### src/rtl/ps2_mouse_pkg.sv
// Shared constants and state encoding for the PS/2 mouse controller.
package ps2_mouse_pkg;

  localparam logic [7:0] CMD_RESET    = 8'hFF;
  localparam logic [7:0] CMD_EN_RPT   = 8'hF4;
  localparam logic [7:0] RSP_ACK      = 8'hFA;
  localparam logic [7:0] RSP_RESEND   = 8'hFE;
  localparam logic [7:0] RSP_BAT_OK   = 8'hAA;
  localparam logic [7:0] RSP_BAT_FAIL = 8'hFC;
  localparam logic [7:0] RSP_DEV_ID   = 8'h00;

  // Byte-0 bit positions of a stream-mode movement packet.
  localparam int unsigned PKT_BTN_MSB = 2;
  localparam int unsigned PKT_SYNC    = 3;
  localparam int unsigned PKT_XS      = 4;
  localparam int unsigned PKT_YS      = 5;
  localparam int unsigned PKT_XOV     = 6;
  localparam int unsigned PKT_YOV     = 7;

  typedef enum logic [3:0] {
    ST_SEND_RST,
    ST_WAIT_ACK1,
    ST_WAIT_BAT,
    ST_WAIT_ID,
    ST_SEND_EN,
    ST_WAIT_ACK2,
    ST_PKT0,
    ST_PKT1,
    ST_PKT2,
    ST_ERROR
  } state_e;

endpackage

### src/rtl/ps2_mouse_cursor.sv
// Clamped cursor accumulator; screen y grows downward, so PS/2 dy is subtracted.
module ps2_mouse_cursor
  import ps2_mouse_pkg::*;
#(
  parameter int XY_W  = 10,
  parameter int X_MAX = 639,
  parameter int Y_MAX = 479
) (
  input  logic            clk,
  input  logic            rst,
  input  logic            pkt_valid_i,
  input  logic [8:0]      dx_i,
  input  logic [8:0]      dy_i,
  output logic [XY_W-1:0] cursor_x_o,
  output logic [XY_W-1:0] cursor_y_o
);

  localparam int SW = XY_W + 2;
  typedef logic signed [SW-1:0] sxy_t;

  logic [XY_W-1:0] cx_q, cy_q, cx_d, cy_d;
  sxy_t            x_sum, y_sum;

  function automatic logic [XY_W-1:0] clamp(input sxy_t v, input int max_v);
    if (v[SW-1]) return '0;
    if (v > sxy_t'(max_v)) return XY_W'(max_v);
    return v[XY_W-1:0];
  endfunction

  always_comb begin
    x_sum = sxy_t'(signed'({2'b00, cx_q})) + sxy_t'(signed'(dx_i));
    y_sum = sxy_t'(signed'({2'b00, cy_q})) - sxy_t'(signed'(dy_i));
    cx_d  = pkt_valid_i ? clamp(x_sum, X_MAX) : cx_q;
    cy_d  = pkt_valid_i ? clamp(y_sum, Y_MAX) : cy_q;
  end

  always_ff @(posedge clk or negedge rst) begin
    if (!rst) begin
      cx_q <= XY_W'(X_MAX / 2);
      cy_q <= XY_W'(Y_MAX / 2);
    end else begin
      cx_q <= cx_d;
      cy_q <= cy_d;
    end
  end

  assign cursor_x_o = cx_q;
  assign cursor_y_o = cy_q;

endmodule

### src/rtl/ps2_mouse_ctrl.sv
// PS/2 mouse bring-up sequencer and stream-mode packet decoder.
//   state      | meaning
//   SEND_RST   | strobe 0xFF once transceiver idle, wait tx_done
//   WAIT_ACK1  | expect 0xFA (0xFE -> resend reset)
//   WAIT_BAT   | expect 0xAA (0xFC -> failed attempt)
//   WAIT_ID    | expect device id 0x00
//   SEND_EN    | strobe 0xF4, wait tx_done
//   WAIT_ACK2  | expect 0xFA (0xFE -> resend enable)
//   PKT0..2    | collect movement packet bytes
//   ERROR      | init gave up; only reset leaves
module ps2_mouse_ctrl
  import ps2_mouse_pkg::*;
#(
  parameter int TIMEOUT_W = 24,
  parameter int MAX_RETRY = 3,
  parameter int XY_W      = 10,
  parameter int X_MAX     = 639,
  parameter int Y_MAX     = 479
) (
  input  logic            clk,
  input  logic            rst,
  output logic            ps2_wr_stb,
  output logic [7:0]      ps2_wr_data,
  input  logic            ps2_tx_done,
  input  logic            ps2_tx_ready,
  input  logic            ps2_rddata_valid,
  input  logic [7:0]      ps2_rd_data,
  output logic            mouse_ready,
  output logic            init_err,
  output logic            pkt_valid,
  output logic [2:0]      btn,
  output logic [8:0]      dx,
  output logic [8:0]      dy,
  output logic [XY_W-1:0] cursor_x,
  output logic [XY_W-1:0] cursor_y
);

  localparam int RETRY_W = $clog2(MAX_RETRY + 1);

  state_e               state_q;
  logic                 sent_q;
  logic [RETRY_W-1:0]   retry_q;
  logic [TIMEOUT_W-1:0] tmr_q;
  logic                 wr_stb_q;
  logic [7:0]           wr_data_q;
  logic                 ready_q, err_q, pkt_valid_q;
  logic [7:0]           b0_q, b1_q;
  logic [2:0]           btn_q;
  logic [8:0]           dx_q, dy_q;

  logic       timeout, in_init, bat_fail, init_fail, pkt_fire;
  logic [8:0] dx_new, dy_new;

  assign timeout   = (tmr_q == '0) && !ps2_rddata_valid;
  assign in_init   = state_q inside {ST_SEND_RST, ST_WAIT_ACK1, ST_WAIT_BAT,
                                     ST_WAIT_ID, ST_SEND_EN, ST_WAIT_ACK2};
  assign bat_fail  = (state_q == ST_WAIT_BAT) && ps2_rddata_valid &&
                     (ps2_rd_data == RSP_BAT_FAIL);
  assign init_fail = in_init && (timeout || bat_fail);
  assign pkt_fire  = (state_q == ST_PKT2) && ps2_rddata_valid;

  // Overflowed axes report zero movement rather than a wrapped value.
  assign dx_new = b0_q[PKT_XOV] ? 9'd0 : {b0_q[PKT_XS], b1_q};
  assign dy_new = b0_q[PKT_YOV] ? 9'd0 : {b0_q[PKT_YS], ps2_rd_data};

  always_ff @(posedge clk or negedge rst) begin
    if (!rst) begin
      state_q     <= ST_SEND_RST;
      sent_q      <= 1'b0;
      retry_q     <= '0;
      tmr_q       <= '1;
      wr_stb_q    <= 1'b0;
      wr_data_q   <= '0;
      ready_q     <= 1'b0;
      err_q       <= 1'b0;
      pkt_valid_q <= 1'b0;
      b0_q        <= '0;
      b1_q        <= '0;
      btn_q       <= '0;
      dx_q        <= '0;
      dy_q        <= '0;
    end else begin
      wr_stb_q    <= 1'b0;
      pkt_valid_q <= 1'b0;
      if (ps2_rddata_valid) tmr_q <= '1;
      else if (tmr_q != '0) tmr_q <= tmr_q - TIMEOUT_W'(1);

      if (init_fail) begin
        retry_q <= retry_q + RETRY_W'(1);
        sent_q  <= 1'b0;
        tmr_q   <= '1;
        if (retry_q == RETRY_W'(MAX_RETRY - 1)) begin
          state_q <= ST_ERROR;
          err_q   <= 1'b1;
        end else begin
          state_q <= ST_SEND_RST;
        end
      end else begin
        case (state_q)
          ST_SEND_RST, ST_SEND_EN: begin
            if (!sent_q) begin
              if (ps2_tx_ready) begin
                wr_stb_q  <= 1'b1;
                wr_data_q <= (state_q == ST_SEND_RST) ? CMD_RESET : CMD_EN_RPT;
                sent_q    <= 1'b1;
              end
            end else if (ps2_tx_done) begin
              sent_q  <= 1'b0;
              tmr_q   <= '1;
              state_q <= (state_q == ST_SEND_RST) ? ST_WAIT_ACK1 : ST_WAIT_ACK2;
            end
          end
          ST_WAIT_ACK1: begin
            if (ps2_rddata_valid && ps2_rd_data == RSP_ACK) begin
              state_q <= ST_WAIT_BAT;
            end else if (ps2_rddata_valid && ps2_rd_data == RSP_RESEND) begin
              state_q <= ST_SEND_RST;
            end
          end
          ST_WAIT_BAT: begin
            if (ps2_rddata_valid && ps2_rd_data == RSP_BAT_OK) state_q <= ST_WAIT_ID;
          end
          ST_WAIT_ID: begin
            if (ps2_rddata_valid && ps2_rd_data == RSP_DEV_ID) state_q <= ST_SEND_EN;
          end
          ST_WAIT_ACK2: begin
            if (ps2_rddata_valid && ps2_rd_data == RSP_ACK) begin
              state_q <= ST_PKT0;
              ready_q <= 1'b1;
            end else if (ps2_rddata_valid && ps2_rd_data == RSP_RESEND) begin
              state_q <= ST_SEND_EN;
            end
          end
          ST_PKT0: begin
            if (ps2_rddata_valid && ps2_rd_data[PKT_SYNC]) begin
              b0_q    <= ps2_rd_data;
              state_q <= ST_PKT1;
            end
          end
          ST_PKT1: begin
            if (ps2_rddata_valid) begin
              b1_q    <= ps2_rd_data;
              state_q <= ST_PKT2;
            end else if (timeout) begin
              state_q <= ST_PKT0;
              tmr_q   <= '1;
            end
          end
          ST_PKT2: begin
            if (pkt_fire) begin
              btn_q       <= b0_q[PKT_BTN_MSB:0];
              dx_q        <= dx_new;
              dy_q        <= dy_new;
              pkt_valid_q <= 1'b1;
              state_q     <= ST_PKT0;
            end else if (timeout) begin
              state_q <= ST_PKT0;
              tmr_q   <= '1;
            end
          end
          default: ;
        endcase
      end
    end
  end

  ps2_mouse_cursor #(
    .XY_W  (XY_W),
    .X_MAX (X_MAX),
    .Y_MAX (Y_MAX)
  ) u_cursor (
    .clk         (clk),
    .rst         (rst),
    .pkt_valid_i (pkt_fire),
    .dx_i        (dx_new),
    .dy_i        (dy_new),
    .cursor_x_o  (cursor_x),
    .cursor_y_o  (cursor_y)
  );

  assign ps2_wr_stb  = wr_stb_q;
  assign ps2_wr_data = wr_data_q;
  assign mouse_ready = ready_q;
  assign init_err    = err_q;
  assign pkt_valid   = pkt_valid_q;
  assign btn         = btn_q;
  assign dx          = dx_q;
  assign dy          = dy_q;

endmodule

### config.mk
export PLATFORM = sky130hd
export DESIGN_NAME = ps2_mouse_ctrl
export DESIGN_NICKNAME = d
export VERILOG_FILES = /design/src/rtl/ps2_mouse_pkg.sv /design/src/rtl/ps2_mouse_cursor.sv /design/src/rtl/ps2_mouse_ctrl.sv
export SDC_FILE = /design/constraint.sdc
export NUM_CORES = 1
export LEC_CHECK = 0
export ABC_AREA = 1
export BUFFER_PORTS_ARGS = -buffer_cell sky130_fd_sc_hd__buf_2
export CAP_MARGIN = 15
export CORE_ASPECT_RATIO = 0.75
export CORE_UTILIZATION = 60
export CTS_BUF_LIST = sky130_fd_sc_hd__clkbuf_8
export CTS_CLUSTER_DIAMETER = 30
export DETAILED_ROUTE_END_ITERATION = 10
export PLACE_DENSITY_LB_ADDON = 0.1
export SLEW_MARGIN = 20
export SYNTH_ARGS = -nofsm -noshare
export SYNTH_HDL_FRONTEND = slang
export SYNTH_SLANG_ARGS = --single-unit
### constraint.sdc
create_clock -name clk -period 6.2 [get_ports clk]
set_input_delay 0.31 -clock clk [delete_from_list [all_inputs] [get_ports clk]]
set_output_delay 0.31 -clock clk [all_outputs]
set_load 0.03 [all_outputs]
==> metrics <==
final worst setup slack=roughly 3.5 ns; RSZ-0062 raised after global routing=no; routability cong.=between 0.9 and 1; largest delay contributor family on the critical path=simple AND/OR/NAND/NOR gates; fin crit share=42.97%; WP data required=6.47 ns; hold slack=around 0.23 ns; Placed Area=roughly 6400 sq um; antenna cell count=0; vias in the first global route=slightly below 5,000; setup violators final=0; Mapped Area=around 6000 sq um; Syn Nets=between 800 and 900; slowest stage delay, CP=0.48 ns; H-tree depth=3; final hold viol count=0; Clock Latency Late Sink=between 0.3 and 0.4 ns; drt wl/cell=approximately 14 um; fill cell count=around 860; Seq pwr share=between 30% and 40%; Finished Cell Area=6615 sq um; CTS buffer count=9; die height=88.61 um; drt total wl=about 15 mm; Switching Fraction=~48%; Fmax=about 380 MHz; DP Cell Count=between 900 and 1,000; detailed placement HPWL=between 10 and 15 mm; Synth area leader=dfrtp_1; Peak VDD IR=between 200 and 300 uV; pwr dens=between 400 and 500 nW/um^2; Slew @ Worst Pin=approximately 0.8 ns; Final Max Tran Viols=0; core area=about 9700 sq um; Die W=about 120 um; drt pass-1 iters=5; most common cell after layout, fill and taps aside=nand2_1; Max clock buf depth=2; slowest CP cell=dfrtp_1; Post-Synthesis Cells=slightly above 800; CTS resizes=0; largest net degree at the start of global routing=between 50 and 60; Synth top area share=a little under a quarter; fin cells=about 1,000; Synth Warn #=0; clock skew=around 0.015 ns; worst path arrival time=approximately 3 ns; clock sink count=93; post-synthesis sequential area ratio=between 30% and 40%; Final TNS setup=0 ns; CTS tree=built; IO Pins=66; hold_buf cts=1; HP Class=in -> reg; initial antenna violation count=0; Die Area=10,410 sq um; Startpoint Class=flip-flop; Via density=approximately 5.4; CP most frequent cell=nand2_1; clock power share=about 15%; most frequent cells in the layout=nand2_1 (259), inv_1 (96), nor2_1 (78); Sequential cell area=about 2400 sq um; Syn Area/Cell=~7.4 sq um; synthesized flop and latch total=slightly above 90; drt first-iter violations=492; Initial Utilization=about three fifths; LEAKAGE=3.497 nW; FP Rows=31; DP Worst Slack=around 3.6 ns; multi-input logic area=3105 sq um; asr flop ratio synth=100.0%; crit path time final=~2.7 ns; count of cell types in the netlist=43; Max-Cap Viols=0; DR DRC count=0; critical path class=reg -> reg; first-pass GRT wire length=between 20 and 25 mm; Int Power=roughly 1.5 mW; number of flops mapped to enable cells by yosys=0; Overflow after GRT=0; ANT nets after route=0; status=finished, final reports clean; Nets=just over 900; fin util=between 60% and 70%; Clock transition at path regs=about 0.10 ns; Comb pwr share=a little over half; Max FO, Critical Path=9; setup bufs post-CTS=0; Rel. slew slack=47.42%; share of layout cells above drive strength 1=between 10% and 20%; Global Route Usage Sum=29.02%; root buffer cell=clkbuf_8; area delta synth->final=10.24%; CP endpoint kind=flip-flop; top post-synthesis cells by area=dfrtp_1 (23%), dfstp_2 (17%), nand2_1 (16%); buffers added on ports=65; most used flip-flop cell after synthesis=dfrtp_1; Pwr Total=~2.9 mW; Vias=roughly 5,400; CP bufs+invs=2; critical path, cell by cell=nor2_1 > ha_1 > inv_1 > fa_1 > inv_1 > nand3_1 > nand2_1 > nand3_1 > nand2_1 > xor2_1 > nand2_1 > nand2_1 > nand3_1 > nand2_1 > nand2_1; switching power=~1.4 mW
[final timing paths]
kind / to / startpoint / slack (ns) / cells past startpoint
max: u_cursor.cursor_x_o[6] / b0_q[6] / 3.54 / 15
min: b1_q[7] / ps2_rd_data[7] / 0.23 / 3
max reg2reg: u_cursor.cursor_x_o[6] / b0_q[6] / 3.54 / 15
min reg2reg: mouse_ready / mouse_ready / 0.47 / 1
max in group asynchronous: state_q[2] / rst / 4.69 / 3
min in group asynchronous: u_cursor.cursor_x_o[7] / rst / 0.46 / 2
[power by group through the flow]
| stage | combinational [mW] | sequential, mW | clock [mW] |
|---|---|---|---|
| 2_1_floorplan | 0.974 | 1.10 | 0 |
| 3_3_place_gp | 1.49 | 0.919 | 0 |
| 3_5_place_dp | 1.51 | 0.924 | 0 |
| 4_1_cts | 1.52 | 0.914 | 0.454 |
| 5_1_grt | 1.71 | 0.936 | 0.475 |
| 6_report | 1.53 | 0.915 | 0.445 |
[layer usage]
layer  GRT usage, %  up-vias  part of all wire [%]
li1               -     2704                     -
met1          44.45     2503                    52
met2          42.07      197                    40
met3          5.735       12                   7.3
met4          6.643        0                   1.1
met5              0        -                     0
[worst register-to-register path: cells and delay by family, from the launching register on]
family	cells	cell delay, ns
adders and majority gates	2	0.59
DFF	1	0.48
and+or+nand+nor	10	1.16
buffers and inverters	2	0.15
xor gates and xnor gates	1	0.19
[final cells by class]
type / count / share of cell area (%)
Clock inverter: 7 / 1.362
Multi-Input combinational cell: 595 / 46.95
Inverter: 105 / 6.204
Timing Repair Buffer: 67 / 5.220
Clock buffer: 9 / 1.873
Sequential cell: 93 / 35.90
Tap cell: 132 / 2.497
[flip-flops by register name (all words and copies together) (netlist names)]
name / count
u_cursor.cursor_x_o: 10
init_err: 1
retry_q: 2
ps2_wr_data: 2
ps2_wr_stb: 1
u_cursor.cursor_y_o: 10
b0_q: 7
pkt_valid: 1
tmr_q: 24
b1_q: 8
dx: 9
sent_q: 1
btn: 3
dy: 9
mouse_ready: 1
state_q: 4
[logic make-up (layout without fill, tap and decap cells)]
| logic type | count (synthesis) | in the layout | synth area share (%) |
|---|---|---|---|
| simple gates | 465 | 465 | 34.97 |
| mux | 1 | 1 | 0.1668 |
| xor+xnor | 22 | 22 | 3.211 |
| fa+ha+maj | 29 | 29 | 6.297 |
| compound gates | 78 | 78 | 7.110 |
| flops | 93 | 93 | 39.57 |
| buf+inv | 123 | 188 | 8.674 |
[cells in the mapped netlist, types with 3 or more instances]
cell type	number
inv_1	95
nor2_4	4
dfstp_2	38
a21oi_1	24
o21ai_0	37
nand2_2	16
nand3_2	5
o21ai_2	3
inv_2	6
ha_1	27
nor4_1	4
nand3_1	54
xor2_1	10
o21ai_1	8
nand3b_1	3
nand4_1	21
clkbuf_1	8
nand2_1	259
buf_2	3
nor2_2	5
nor3_1	6
xnor2_1	12
dfrtp_1	55
buf_4	6
nor2_1	78
(Power assumes the default switching activity.)
